[src/rtl/tile_board_drawer_if.sv]
// tile_board_drawer_if: connects the game FSM and the board drawer.
//   start      - single-cycle redraw request (game -> drawer)
//   row0..row3 - tile rows, top to bottom; bit 3 is the leftmost column
//   VGA_X/Y    - pixel coordinates toward the vga_adapter
//   VGA_COLOR  - pixel colour toward the vga_adapter
//   plot       - pixel write strobe
//   busy       - drawer is loading, drawing or finishing
//   done       - one-cycle pulse after the final pixel
// master: game side; slave: drawer side.
interface tile_board_drawer_if;
   logic       start;
   logic [3:0] row0;
   logic [3:0] row1;
   logic [3:0] row2;
   logic [3:0] row3;
   logic [9:0] VGA_X;
   logic [8:0] VGA_Y;
   logic [2:0] VGA_COLOR;
   logic       plot;
   logic       busy;
   logic       done;

   modport master (
      output start, row0, row1, row2, row3,
      input  VGA_X, VGA_Y, VGA_COLOR, plot, busy, done
   );

   modport slave (
      input  start, row0, row1, row2, row3,
      output VGA_X, VGA_Y, VGA_COLOR, plot, busy, done
   );
endinterface

[src/rtl/tile_board_drawer.sv]
// tile_board_drawer: redraws the 4x4 piano-tile board into the VGA frame
// buffer, one pixel per clock, in raster order (pixel, column, line, row).
// Ports:
//   CLOCK_50 - system clock, rising edge
//   reset    - asynchronous, active-high
//   bus      - slave side of tile_board_drawer_if (start/rows in,
//              VGA_X/VGA_Y/VGA_COLOR/plot/busy/done out)
module tile_board_drawer #(
   parameter int unsigned TILE_W       = 40,
   parameter int unsigned TILE_H       = 30,
   parameter logic [9:0]  X0           = 10'd0,
   parameter logic [8:0]  Y0           = 9'd0,
   parameter logic [2:0]  TILE_COLOR   = 3'b000,
   parameter logic [2:0]  BG_COLOR     = 3'b111,
   parameter logic [2:0]  BORDER_COLOR = 3'b100
) (
   input logic                CLOCK_50,
   input logic                reset,
   tile_board_drawer_if.slave bus
);
   localparam int unsigned   PxW    = $clog2(TILE_W);
   localparam int unsigned   PyW    = $clog2(TILE_H);
   localparam logic [PxW-1:0] PxLast = PxW'(TILE_W - 1);
   localparam logic [PyW-1:0] PyLast = PyW'(TILE_H - 1);

   typedef enum logic [1:0] {StIdle, StLoad, StDraw, StDone} state_e;

   state_e         state_q, state_d;
   logic [PxW-1:0] px_q;
   logic [1:0]     col_q;
   logic [PyW-1:0] py_q;
   logic [1:0]     row_q;
   logic [9:0]     x_q;
   logic [8:0]     y_q;
   logic [3:0]     snap_q [4];
   logic [9:0]     vga_x_q;
   logic [8:0]     vga_y_q;
   logic [2:0]     vga_color_q;
   logic           plot_q;
   logic           done_q;

   logic           px_end;
   logic           py_end;
   logic           line_end;
   logic           last_pix;
   logic [3:0]     cur_row;
   logic [2:0]     color_d;

   assign px_end   = (px_q == PxLast);
   assign py_end   = (py_q == PyLast);
   assign line_end = px_end && (col_q == 2'd3);
   assign last_pix = line_end && py_end && (row_q == 2'd3);
   assign cur_row  = snap_q[row_q];

   // Border wins over tile content; bit 3 of a row is the leftmost column.
   always_comb begin
      color_d = BG_COLOR;
      if (px_end || py_end) begin
         color_d = BORDER_COLOR;
      end else if (cur_row[2'd3 - col_q]) begin
         color_d = TILE_COLOR;
      end
   end

   always_comb begin
      state_d = state_q;
      unique case (state_q)
         StIdle:  if (bus.start) state_d = StLoad;
         StLoad:  state_d = StDraw;
         StDraw:  if (last_pix) state_d = StDone;
         StDone:  state_d = StIdle;
         default: state_d = StIdle;
      endcase
   end

   always_ff @(posedge CLOCK_50 or posedge reset) begin
      if (reset) begin
         state_q <= StIdle;
      end else begin
         state_q <= state_d;
      end
   end

   always_ff @(posedge CLOCK_50 or posedge reset) begin
      if (reset) begin
         px_q        <= '0;
         col_q       <= '0;
         py_q        <= '0;
         row_q       <= '0;
         x_q         <= '0;
         y_q         <= '0;
         snap_q[0]   <= '0;
         snap_q[1]   <= '0;
         snap_q[2]   <= '0;
         snap_q[3]   <= '0;
         vga_x_q     <= '0;
         vga_y_q     <= '0;
         vga_color_q <= '0;
         plot_q      <= 1'b0;
         done_q      <= 1'b0;
      end else begin
         plot_q <= (state_q == StDraw);
         done_q <= (state_q == StDone);
         if (state_q == StLoad) begin
            snap_q[0] <= bus.row0;
            snap_q[1] <= bus.row1;
            snap_q[2] <= bus.row2;
            snap_q[3] <= bus.row3;
            px_q      <= '0;
            col_q     <= '0;
            py_q      <= '0;
            row_q     <= '0;
            x_q       <= X0;
            y_q       <= Y0;
         end else if (state_q == StDraw) begin
            vga_x_q     <= x_q;
            vga_y_q     <= y_q;
            vga_color_q <= color_d;
            // x runs continuously across the four cells of a line, so it
            // only rewinds to X0 at the end of a full board line.
            if (!px_end) begin
               px_q <= px_q + PxW'(1);
               x_q  <= x_q + 10'd1;
            end else begin
               px_q <= '0;
               if (col_q != 2'd3) begin
                  col_q <= col_q + 2'd1;
                  x_q   <= x_q + 10'd1;
               end else begin
                  col_q <= '0;
                  x_q   <= X0;
                  y_q   <= y_q + 9'd1;
                  if (!py_end) begin
                     py_q <= py_q + PyW'(1);
                  end else begin
                     py_q  <= '0;
                     row_q <= row_q + 2'd1;
                  end
               end
            end
         end
      end
   end

   assign bus.VGA_X     = vga_x_q;
   assign bus.VGA_Y     = vga_y_q;
   assign bus.VGA_COLOR = vga_color_q;
   assign bus.plot      = plot_q;
   assign bus.done      = done_q;
   assign bus.busy      = (state_q != StIdle);
endmodule

[src/flat_wrapper.sv]
// flat-port wrapper written by rule: the top's interface ports become plain ports
module tile_board_drawer_flat 
#(
   parameter int unsigned TILE_W       = 40,
   parameter int unsigned TILE_H       = 30,
   parameter logic [9:0]  X0           = 10'd0,
   parameter logic [8:0]  Y0           = 9'd0,
   parameter logic [2:0]  TILE_COLOR   = 3'b000,
   parameter logic [2:0]  BG_COLOR     = 3'b111,
   parameter logic [2:0]  BORDER_COLOR = 3'b100
)
  (CLOCK_50, reset, bus_start, bus_row0, bus_row1, bus_row2, bus_row3, bus_VGA_X, bus_VGA_Y, bus_VGA_COLOR, bus_plot, bus_busy, bus_done);
  tile_board_drawer_if bus_i ();
  input logic CLOCK_50;
  input logic reset;
  input wire logic [$bits(bus_i.start)-1:0] bus_start;
  input wire logic [$bits(bus_i.row0)-1:0] bus_row0;
  input wire logic [$bits(bus_i.row1)-1:0] bus_row1;
  input wire logic [$bits(bus_i.row2)-1:0] bus_row2;
  input wire logic [$bits(bus_i.row3)-1:0] bus_row3;
  output wire logic [$bits(bus_i.VGA_X)-1:0] bus_VGA_X;
  output wire logic [$bits(bus_i.VGA_Y)-1:0] bus_VGA_Y;
  output wire logic [$bits(bus_i.VGA_COLOR)-1:0] bus_VGA_COLOR;
  output wire logic [$bits(bus_i.plot)-1:0] bus_plot;
  output wire logic [$bits(bus_i.busy)-1:0] bus_busy;
  output wire logic [$bits(bus_i.done)-1:0] bus_done;
  assign bus_i.start = bus_start;
  assign bus_i.row0 = bus_row0;
  assign bus_i.row1 = bus_row1;
  assign bus_i.row2 = bus_row2;
  assign bus_i.row3 = bus_row3;
  assign bus_VGA_X = bus_i.VGA_X;
  assign bus_VGA_Y = bus_i.VGA_Y;
  assign bus_VGA_COLOR = bus_i.VGA_COLOR;
  assign bus_plot = bus_i.plot;
  assign bus_busy = bus_i.busy;
  assign bus_done = bus_i.done;
  tile_board_drawer #(.TILE_W(TILE_W), .TILE_H(TILE_H), .X0(X0), .Y0(Y0), .TILE_COLOR(TILE_COLOR), .BG_COLOR(BG_COLOR), .BORDER_COLOR(BORDER_COLOR)) u_core (.CLOCK_50(CLOCK_50), .reset(reset), .bus(bus_i));
endmodule
[config.mk]
export PLATFORM = sky130hd
export DESIGN_NAME = tile_board_drawer_flat
export DESIGN_NICKNAME = d
export VERILOG_FILES = /design/src/rtl/tile_board_drawer_if.sv /design/src/rtl/tile_board_drawer.sv /design/src/flat_wrapper.sv
export SDC_FILE = /design/constraint.sdc
export NUM_CORES = 1
export LEC_CHECK = 0
export ABC_AREA = 1
export CORE_ASPECT_RATIO = 0.6
export CORE_UTILIZATION = 45
export CTS_CLUSTER_DIAMETER = 50
export DETAILED_ROUTE_END_ITERATION = 8
export PLACE_DENSITY = 0.67
export SYNTH_ARGS = -nofsm -noshare
export SYNTH_HDL_FRONTEND = slang
export SYNTH_SLANG_ARGS = --single-unit
[constraint.sdc]
create_clock -name CLOCK_50 -period 4.25 [get_ports CLOCK_50]
set_input_delay 0.425 -clock CLOCK_50 [delete_from_list [all_inputs] [get_ports CLOCK_50]]
set_output_delay 0.425 -clock CLOCK_50 [all_outputs]
set_load 0.01 [all_outputs]
==> run_results.csv, run 1 <==
group,metric,value,unit
status,status,"complete, no violations",
sta,period_share,53.56,%
min_path,hp-class,"in2async",
logic_synthesis,seq_area_frac_synth,52.17,%
power_and_ir_drop,p_sw,0.9700,mW
logic_synthesis,synthMuxAreaShare,0.2783,%
logic_synthesis,synth_top_family_by_area,"simple AND/OR/NAND/NOR gates",
worst_setup_path,crit_path_end_kind,"flop",
placed_design,io_buffers,43,
worst_setup_path,r2r_end,"u_core.x_q[7]",
sta,setup_tns,0,ps
logic_synthesis,synthXorXnorAreaFrac,1.948,%
global_routing,grt_util_all_layers,21.18,%
routing,drt_iter0_drc,129,
clock_network,cts_setup_buffers,0,
global_routing,grt_pass1_wl,13620,um
run,cap_viol_max_count,0,
floorplan,io_pins,44,
logic_synthesis,ys_ff_latch,75,
global_routing,grt_pass1_vias,2819,
logic_synthesis,syn-num-nets,459,
finish,drive_gt1_share,7.368,%
worst_setup_path,crit_path_top_delay_cell,"ha_1",
logic_synthesis,syn_inst,428,
clock_network,cts_tree,"done",
power_and_ir_drop,total_power,2.723,mW
logic_synthesis,ys_types,29,
clock_network,postCtsHoldBufs,0,
routing,ant_nets,0,
worst_setup_path,critical_path_class,"reg2reg",
routing,drt_wl_total,7650,um
power_and_ir_drop,comb_power_share,32.8,%
finish,final_cell_mix,"117 x nand2_1, 75 x dfrtp_1, 52 x inv_1",
power_and_ir_drop,p_sw_share,35.62,%
power_and_ir_drop,intPower,1.753,mW
worst_setup_path,worstPathRequired,4450,ps
sta,fin_skew,4.263,ps
floorplan,die_area,0.008367,mm2
sta,slew_headroom,45.37,%
logic_synthesis,yosys.area_share.simple,24.59,%
worst_setup_path,cp.arrival,2470,ps
routing,drcViolationCount,0,
logic_synthesis,synthAdderAreaFrac,4.174,%
power_and_ir_drop,pwr_density_cell,616.1,mW/mm2
power_and_ir_drop,seq_power_share,37.6,%
clock_network,cts-root-buf,"clkbuf_16",
floorplan,initial_core_util,47.92,%
worst_setup_path,worstSetupEndpoint,"u_core.x_q[7]",
clock_network,post_cts_resized,0,
logic_synthesis,yosysWarnings,0,
sta,hold_violations,0,
clock_network,worstSkewPairLatency,340,ps
clock_network,path_clk_slew,60,ps
placed_design,preCtsSetupSlack,1989,ps
logic_synthesis,synth_area_leaders,"dfrtp_1 52%, nand2_1 12%, o21ai_0 5.6%",
routing,post_drt_wl_per_cell,13.21,um
worst_setup_path,startpoint,"u_core.state_q[1]",
global_routing,grt_max_degree,40,
floorplan,die_w,117.4,um
finish,final_common_cell,"nand2_1",
sta,rsz0062_at_grt,"false",
logic_synthesis,synth_top_area_share,52.17,%
logic_synthesis,syn_area,0.003597,mm2
worst_setup_path,max_stage_delay,430,ps
sta,finalSetupViolCount,0,
worst_setup_path,reg2reg_from,"u_core.state_q[1]",
placed_design,dp_hpwl,5469,um
global_routing,antenna_found_initial,0,
power_and_ir_drop,p_leak,2.113,nW
routing,via_count,2883,
clock_network,cts_num_sinks,75,
worst_setup_path,ff2ff_path_depth,9,
clock_network,cts_buffers,9,
floorplan,die_h,71.26,um
floorplan,core-area,0.007507,mm2
sta,worst_slack,1974,ps
logic_synthesis,yosysTopAreaCell,"dfrtp_1",
clock_network,h-tree-depth,3,
worst_setup_path,worstPathMaxFanout,21,
routing,avgViaCountPerCell,4.979,
sta,tightest_slew,818.6,ps
logic_synthesis,syn_area_per_cell,8.405,um2
finish,nets,502,
placed_design,gp_congestion,0.8026,
sta,max_freq,0.4393,GHz
power_and_ir_drop,ir_worst_vdd,0.3541,mV
global_routing,overflow,0,
routing,first_pass_iters,5,
worst_setup_path,r2r_slack,1970,ps
power_and_ir_drop,pwr-share-clk,29.6,%
worst_setup_path,start_kind,"flop",
finish,area_growth,22.85,%
sta,finalCriticalPeriod,2276,ps
floorplan,rows,24,
sta,slew_violations,0,
worst_setup_path,path_cells,"inv_1 -> ha_1 -> inv_2 -> nand2_2 -> nand2_2 -> nor2_4 -> inv_2 -> o21ai_0 -> nor2_1",
clock_network,clockBufferDepth,2,
finish,num_antenna_cells,0,
logic_synthesis,synth_compound_area_share,8.835,%
worst min-delay path by stage:
stage | endpoint | startpoint
finish | u_core.snap_q[12] | reset
global route | u_core.snap_q[12] | reset
CTS | u_core.snap_q[12] | reset
detailed placement | u_core.bus.VGA_X[7] | u_core.bus.VGA_X[7]
global placement | u_core.bus.VGA_X[0] | u_core.bus.VGA_X[0]
floorplan | u_core.px_q[0] | u_core.px_q[0]
layer usage:
layer  up-vias  global-route usage [%]  part of all wire, %
met1      1371                   29.17                   51
met4         0                   4.762                 0.85
li1       1441                       -                    -
met5         -                       0                    0
met3        10                   8.280                  5.2
met2        61                   31.76                   42
state kept, by name (all words and copies together), names as in the netlist:
name,count
u_core.snap_q,16
u_core.bus.VGA_X,10
u_core.x_q,10
u_core.bus.VGA_Y,9
u_core.y_q,9
u_core.px_q,6
u_core.py_q,5
u_core.bus.VGA_COLOR,2
u_core.col_q,2
u_core.row_q,2
u_core.state_q,2
u_core.bus.done,1
u_core.bus.plot,1
logic make-up (layout without fill, tap and decap cells):
group | count (synthesis) | count (layout)
multiplexers | 1 | 1
AO/OA/AOI/OAI | 59 | 59
AND/OR/NAND/NOR | 203 | 203
buffers and inverters | 70 | 117
XOR/XNOR | 8 | 8
flip-flops | 75 | 75
adder cells (fa/ha/maj) | 12 | 12
cells in the mapped netlist:
cell type and instances:
a21oi_1 9, a22o_1 1, buf_2 2, buf_4 4, buf_6 1, clkbuf_1 7, clkinv_1 1, dfrtp_1 75
ha_1 12, inv_1 53, inv_2 2, mux2i_1 1, nand2_1 117, nand2_2 3, nand3_1 38, nand3_4 1
nand4_1 3, nor2_1 25, nor2_4 2, nor3_1 8, nor3_2 1, nor3b_1 2, nor4_1 1, o21ai_0 40
o21ai_1 4, o21ai_2 5, or2_2 2, xnor2_1 1, xor2_1 7
power by group through the flow:
stage          combinational [mW]  clock [mW]  sequential (mW)
2_1_floorplan               0.620           0             1.03
3_3_place_gp                0.870           0             1.03
3_5_place_dp                0.889           0             1.03
4_1_cts                     0.903       0.824             1.02
5_1_grt                      1.02       0.856             1.05
6_report                    0.894       0.805             1.02
worst max-delay path: cells and delay by family, from the launching register on:
family | cells | cell delay, ps
AO/OA/AOI/OAI | 1 | 120
flip-flops | 1 | 410
AND/OR/NAND/NOR | 4 | 600
adder cells (fa/ha/maj) | 1 | 430
buffers and inverters | 3 | 550
final cells by class:
class / count / area, um2
Tap cell: 104 / 130.1
Sequential cell: 75 / 1877
Clock inverter: 5 / 77.57
Clock buffer: 10 / 239.0
Multi-Input combinational cell: 283 / 1433
Timing Repair Buffer: 46 / 452.9
Inverter: 56 / 210.2
Fill cell: 675 / 3088
through the flow:
stage | utilization [%] | area [um2] | cells | hold WS [ps]
3_5_place_dp | 54.65 | 4103 | 564 | 457.9
6_report | 58.87 | 4419 | 579 | 296.6
4_1_cts | 58.87 | 4419 | 579 | 292.7
2_1_floorplan | - | 3597 | 428 | 467.9
5_1_grt | 58.87 | 4419 | 579 | 315.8
3_3_place_gp | 54.65 | 4103 | 564 | 459.5
Power figures use the tool's default switching activity.
==> run 2, diff against run 1 <==
==> constraint.sdc (replaced) <==
create_clock -name CLOCK_50 -period 2.35 [get_ports CLOCK_50]
set_input_delay 0.235 -clock CLOCK_50 [delete_from_list [all_inputs] [get_ports CLOCK_50]]
set_output_delay 0.235 -clock CLOCK_50 [all_outputs]
set_load 0.01 [all_outputs]
==> run 2 against run 1 <==
  * Clock power up 68%
  * Die area unchanged
  * Clock skew about the same
  * Routed wire length up 0.98%
  * First-iteration DRC count up 33%
  * Worst hold slack better by 10 ps
  * Sequential power up 81%
==> run_results.csv, run 2 (synthesis gave the netlist of run 1 again) <==
group,metric,value,unit
worst_setup_path,max_stage_delay,590,ps
placed_design,gp_congestion,0.8251,
power_and_ir_drop,pwr_density_cell,1098,mW/mm2
floorplan,initial_core_util,47.92,%
power_and_ir_drop,p_sw_share,36.30,%
worst_setup_path,crit_buf_inv,2,
sta,tightest_slew,614.5,ps
routing,via_count,2846,
global_routing,grt_util_all_layers,21.01,%
clock_network,cts_tree,"done",
placed_design,dp_hpwl,5413,um
floorplan,die_w,117.4,um
clock_network,cts_buffers,9,
clock_network,cts_setup_buffers,0,
sta,hold_violations,0,
clock_network,cts_num_sinks,75,
global_routing,grt_pass1_wl,13680,um
sta,finalSetupViolCount,0,
routing,drcViolationCount,0,
worst_setup_path,crit_path_end_kind,"flop",
worst_setup_path,cp.arrival,2350,ps
power_and_ir_drop,p_sw,1.767,mW
global_routing,overflow,0,
clock_network,worstSkewPairLatency,330,ps
power_and_ir_drop,p_leak,2.123,nW
clock_network,clockBufferDepth,2,
routing,drt_iter0_drc,171,
sta,finalCriticalPeriod,2084,ps
clock_network,path_clk_slew,60,ps
global_routing,grt_pass1_vias,2852,
finish,nets,505,
routing,post_drt_wl_per_cell,13.25,um
worst_setup_path,critical_path_class,"reg2reg",
global_routing,antenna_found_initial,0,
worst_setup_path,reg2reg_from,"u_core.state_q[0]",
floorplan,io_pins,44,
run,cap_viol_max_count,0,
sta,period_share,88.66,%
power_and_ir_drop,intPower,3.101,mW
sta,rsz0062_at_grt,"false",
sta,slew_violations,0,
global_routing,grt_max_degree,76,
routing,ant_nets,0,
status,status,"complete, no violations",
power_and_ir_drop,comb_power_share,34.1,%
sta,slew_headroom,58.66,%
worst_setup_path,critPathMostFrequentCell,"nand2_1",
sta,fin_skew,4.717,ps
finish,top_register,"u_core.snap_q",
finish,final_cell_area,0.004436,mm2
clock_network,h-tree-depth,3,
finish,final_cell_mix,"117 x nand2_1, 75 x dfrtp_1, 52 x inv_1",
clock_network,cts-root-buf,"clkbuf_16",
worst_setup_path,worstPathMaxFanout,8,
worst_setup_path,r2r_end,"u_core.x_q[9]",
worst_setup_path,ff2ff_path_depth,8,
placed_design,preCtsSetupSlack,254.0,ps
power_and_ir_drop,pwr-share-clk,27.8,%
finish,final_common_cell,"nand2_1",
worst_setup_path,path_cells,"inv_1 -> ha_1 -> nand2_1 -> nor4_1 -> nand2_1 -> nand2_1 -> inv_1 -> nor2_1",
worst_setup_path,start_kind,"flop",
sta,max_freq,0.4799,GHz
finish,area_growth,23.30,%
placed_design,io_buffers,43,
finish,n_fill_cell,697,
finish,num_antenna_cells,0,
power_and_ir_drop,seq_power_share,38.1,%
floorplan,die_area,0.008367,mm2
worst_setup_path,r2r_slack,270,ps
routing,drt_wl_total,7725,um
finish,drive_gt1_share,8.142,%
routing,avgViaCountPerCell,4.882,
worst_setup_path,worstPathRequired,2610,ps
min_path,hp-class,"in2async",
power_and_ir_drop,ir_worst_vdd,0.5794,mV
placed_design,post_dp_cell_area,0.004138,mm2
floorplan,core-area,0.007507,mm2
floorplan,rows,24,
worst_setup_path,cp_top_family,"simple AND/OR/NAND/NOR gates",
sta,worst_slack,266.4,ps
sta,setup_tns,0,ps
worst_setup_path,crit_path_top_delay_cell,"nor4_1",
routing,first_pass_iters,5,
sta,holdWs,307.0,ps
floorplan,die_h,71.26,um
finish,largest_register_ffs,16,
run 2: changes by cell type in the layout (fill, tap and decap cells not counted), sizes merged:
| cell | previous run | this run |
|---|---|---|
| buf | 3 | 6 |
| bufinv | 2 | 1 |
| clkbuf | 10 | 11 |
| clkinv | 3 | 4 |
run 2: through the flow:
stage | std cells | total power, mW | utilization (%)
2_1_floorplan | 428 | 2.976 | -
3_3_place_gp | 567 | 3.478 | 55.12
3_5_place_dp | 567 | 3.525 | 55.12
4_1_cts | 583 | 4.920 | 59.05
5_1_grt | 583 | 5.249 | 59.08
6_report | 583 | 4.868 | 59.08
run 2: worst max path at each step:
stage,endpoint,slack [ps],depth (start not counted),start
final,u_core.x_q[9],270,8,u_core.state_q[0]
after global routing,u_core.x_q[9],110,8,u_core.state_q[0]
after CTS,u_core.x_q[1],230,6,u_core.state_q[0]
after detailed placement,u_core.x_q[1],250,6,u_core.state_q[0]
after global placement,u_core.x_q[1],240,6,u_core.state_q[0]
after floorplan,u_core.bus.VGA_COLOR[1],210,1,reset
run 2: worst reg2reg max path, cell delays in order, from the launching register on:
cell	delay [ps]
dfrtp_1	400
inv_1	100
ha_1	440
nand2_1	130
nor4_1	590
nand2_1	120
nand2_1	80
inv_1	40
nor2_1	100
run 2: area by class of cell:
type | instances | area [um2] | share of cell area, %
sequential | 75 | 1877 | 42.31
multi-input combinational | 283 | 1435 | 32.36
timing repair buffer | 49 | 488.0 | 11.00
clock buffer | 11 | 242.7 | 5.473
inverter | 56 | 210.2 | 4.739
tap | 104 | 130.1 | 2.934
clock inverter | 5 | 52.55 | 1.185
run 2: timing repair:
item                                    4_1_cts  5_1_grt
resized for setup                             0        1
hold buffers                                  0        0
endpoints found under the setup margin        0        1
endpoints found under the hold margin         0        0
run 2: power by group through the flow:
stage	Combinational (mW)	Clock [mW]	Sequential, mW
after detailed placement	1.65	0	1.87
after global placement	1.62	0	1.86
final	1.66	1.35	1.85
after global routing	1.90	1.45	1.90
after floorplan	1.12	0	1.86
after CTS	1.67	1.39	1.85
run 2: per-layer routing:
metal,wire (um),global-route usage (%),vias up
met4,69,4.762,0
met1,3918,30.75,1334
met3,456,6.927,8
li1,-,-,1445
met5,0,0,-
met2,3281,30.24,59
==> run 3, diff against run 2 <==
==> constraint.sdc (replaced) <==
create_clock -name CLOCK_50 -period 1.95 [get_ports CLOCK_50]
set_input_delay 0.195 -clock CLOCK_50 [delete_from_list [all_inputs] [get_ports CLOCK_50]]
set_output_delay 0.195 -clock CLOCK_50 [all_outputs]
set_load 0.01 [all_outputs]
==> run 3 against run 2 <==
  * Final cell count is 0.69% higher
  * Combinational power is 28% higher
  * Global-route usage is 0.47 points lower
  * Critical endpoint is now bus_busy
  * Routed wire length down 0.60%
  * Clock power up 12%
==> run_results.csv, run 3 (synthesis gave the netlist of run 1 again) <==
group,metric,value,unit
global_routing,antenna_found_initial,0,
global_routing,grt_pass1_wl,13390,um
placed_design,gp_congestion,0.7925,
worst_setup_path,critical_path_class,"reg2out",
floorplan,io_pins,44,
clock_network,cts_buffers,9,
global_routing,grt_max_degree,76,
clock_network,clockBufferDepth,2,
clock_network,h-tree-depth,3,
sta,tightest_slew,422.9,ps
finish,top_register,"u_core.snap_q",
worst_setup_path,worstPathMaxFanout,4,
clock_network,cts_tree,"done",
global_routing,grt_util_all_layers,20.54,%
sta,max_freq,0.5501,GHz
sta,slew_headroom,71.80,%
min_path,hp-class,"in2async",
finish,n_fill_cell,701,
clock_network,cts_num_sinks,75,
worst_setup_path,crit_path_end_kind,"output pin",
floorplan,die_area,0.008367,mm2
finish,seq_area,0.001877,mm2
finish,finalNonFillerCells,587,
worst_setup_path,r2r_slack,200,ps
global_routing,overflow,0,
floorplan,rows,24,
power_and_ir_drop,total_power,5.873,mW
sta,finalSetupViolCount,0,
sta,rsz0062_at_grt,"false",
sta,finalCriticalPeriod,1818,ps
run,cap_viol_max_count,0,
sta,fin_skew,5.337,ps
finish,final_cell_mix,"117 x nand2_1, 75 x dfrtp_1, 52 x inv_1",
floorplan,core-area,0.007507,mm2
sta,slew_violations,0,
finish,drive_gt1_share,9.110,%
sta,hold_violations,0,
clock_network,postCtsHoldBufs,0,
routing,avgViaCountPerCell,4.932,
worst_setup_path,worstPathRequired,1750,ps
routing,first_pass_iters,6,
floorplan,die_w,117.4,um
routing,via_count,2895,
finish,nets,509,
worst_setup_path,start_kind,"flop",
routing,post_drt_wl_per_cell,13.08,um
routing,drcViolationCount,0,
routing,drt_wl_total,7679,um
clock_network,worstSkewPairLatency,330,ps
worst_setup_path,cp.arrival,1620,ps
routing,ant_nets,0,
clock_network,path_clk_slew,60,ps
finish,area_growth,24.03,%
floorplan,initial_core_util,47.92,%
clock_network,cts-root-buf,"clkbuf_16",
routing,drt_iter0_drc,146,
clock_network,post_cts_resized,0,
placed_design,placed_cells,571,
floorplan,die_h,71.26,um
placed_design,io_buffers,43,
power_and_ir_drop,pwr_density_cell,1316,mW/mm2
power_and_ir_drop,ir_worst_vdd,0.7780,mV
finish,num_antenna_cells,0,
clock_network,cts_setup_buffers,0,
sta,period_share,93.23,%
sta,setup_tns,0,ps
finish,largest_register_ffs,16,
finish,multiInputGateArea,0.001451,mm2
placed_design,dp_hpwl,5357,um
finish,final_common_cell,"nand2_1",
power_and_ir_drop,p_leak,2.133,nW
status,status,"complete, no violations",
global_routing,grt_pass1_vias,2758,
-- run 3: worst paths after layout --
check | start | to | cells past startpoint
worst min register to register | u_core.bus.VGA_X[5] | u_core.bus.VGA_X[5] | 2
worst min-delay path | reset | u_core.snap_q[11] | 3
worst max register to register | u_core.state_q[0] | u_core.x_q[8] | 9
max in group asynchronous | reset | u_core.bus.VGA_X[5] | 3
worst max-delay path | u_core.state_q[0] | bus_busy | 4
min in group CLOCK_50 | bus_row0[1] | u_core.snap_q[13] | 3
-- run 3: critical path: stages, from the launching register on --
cell	delay, ps
dfrtp_1	400
inv_1	120
ha_4	170
inv_1	60
clkdlybuf4s50_1	530
-- run 3: power breakdown --
| group | switching, mW | internal, mW |
|---|---|---|
| Sequential | 0.264 | 1.97 |
| Clock | 0.623 | 0.889 |
| Combinational | 1.28 | 0.843 |
| Total | 2.17 | 3.71 |
-- run 3: metal layers --
layer	track usage (%)	wire length, um	vias to the layer above
met1	29.09	4003	1350
met3	6.449	446	10
li1	-	-	1460
met4	6.638	63	0
met5	0	0	-
met2	30.11	3166	75
-- run 3: through the flow --
step / instance area [um2] / worst slack [ps] / util (%) / hold slack, ps
finish: 4462 / 132.1 / 59.43 / 289.8
global route: 4462 / 45.68 / 59.43 / 359.6
CTS: 4443 / 17.10 / 59.18 / 335.6
detailed placement: 4172 / 67.79 / 55.57 / 457.6
global placement: 4172 / 165.4 / 55.57 / 457.2
floorplan: 3601 / 294.4 / - / 316.0
-- run 3: area by class of cell --
class	instances	share of cell area [%]
Multi-Input combinational cell	283	32.53
Clock buffer	11	5.440
Clock inverter	5	0.6450
Tap cell	104	2.916
Inverter	56	4.795
Sequential cell	75	42.06
Timing Repair Buffer	53	11.61
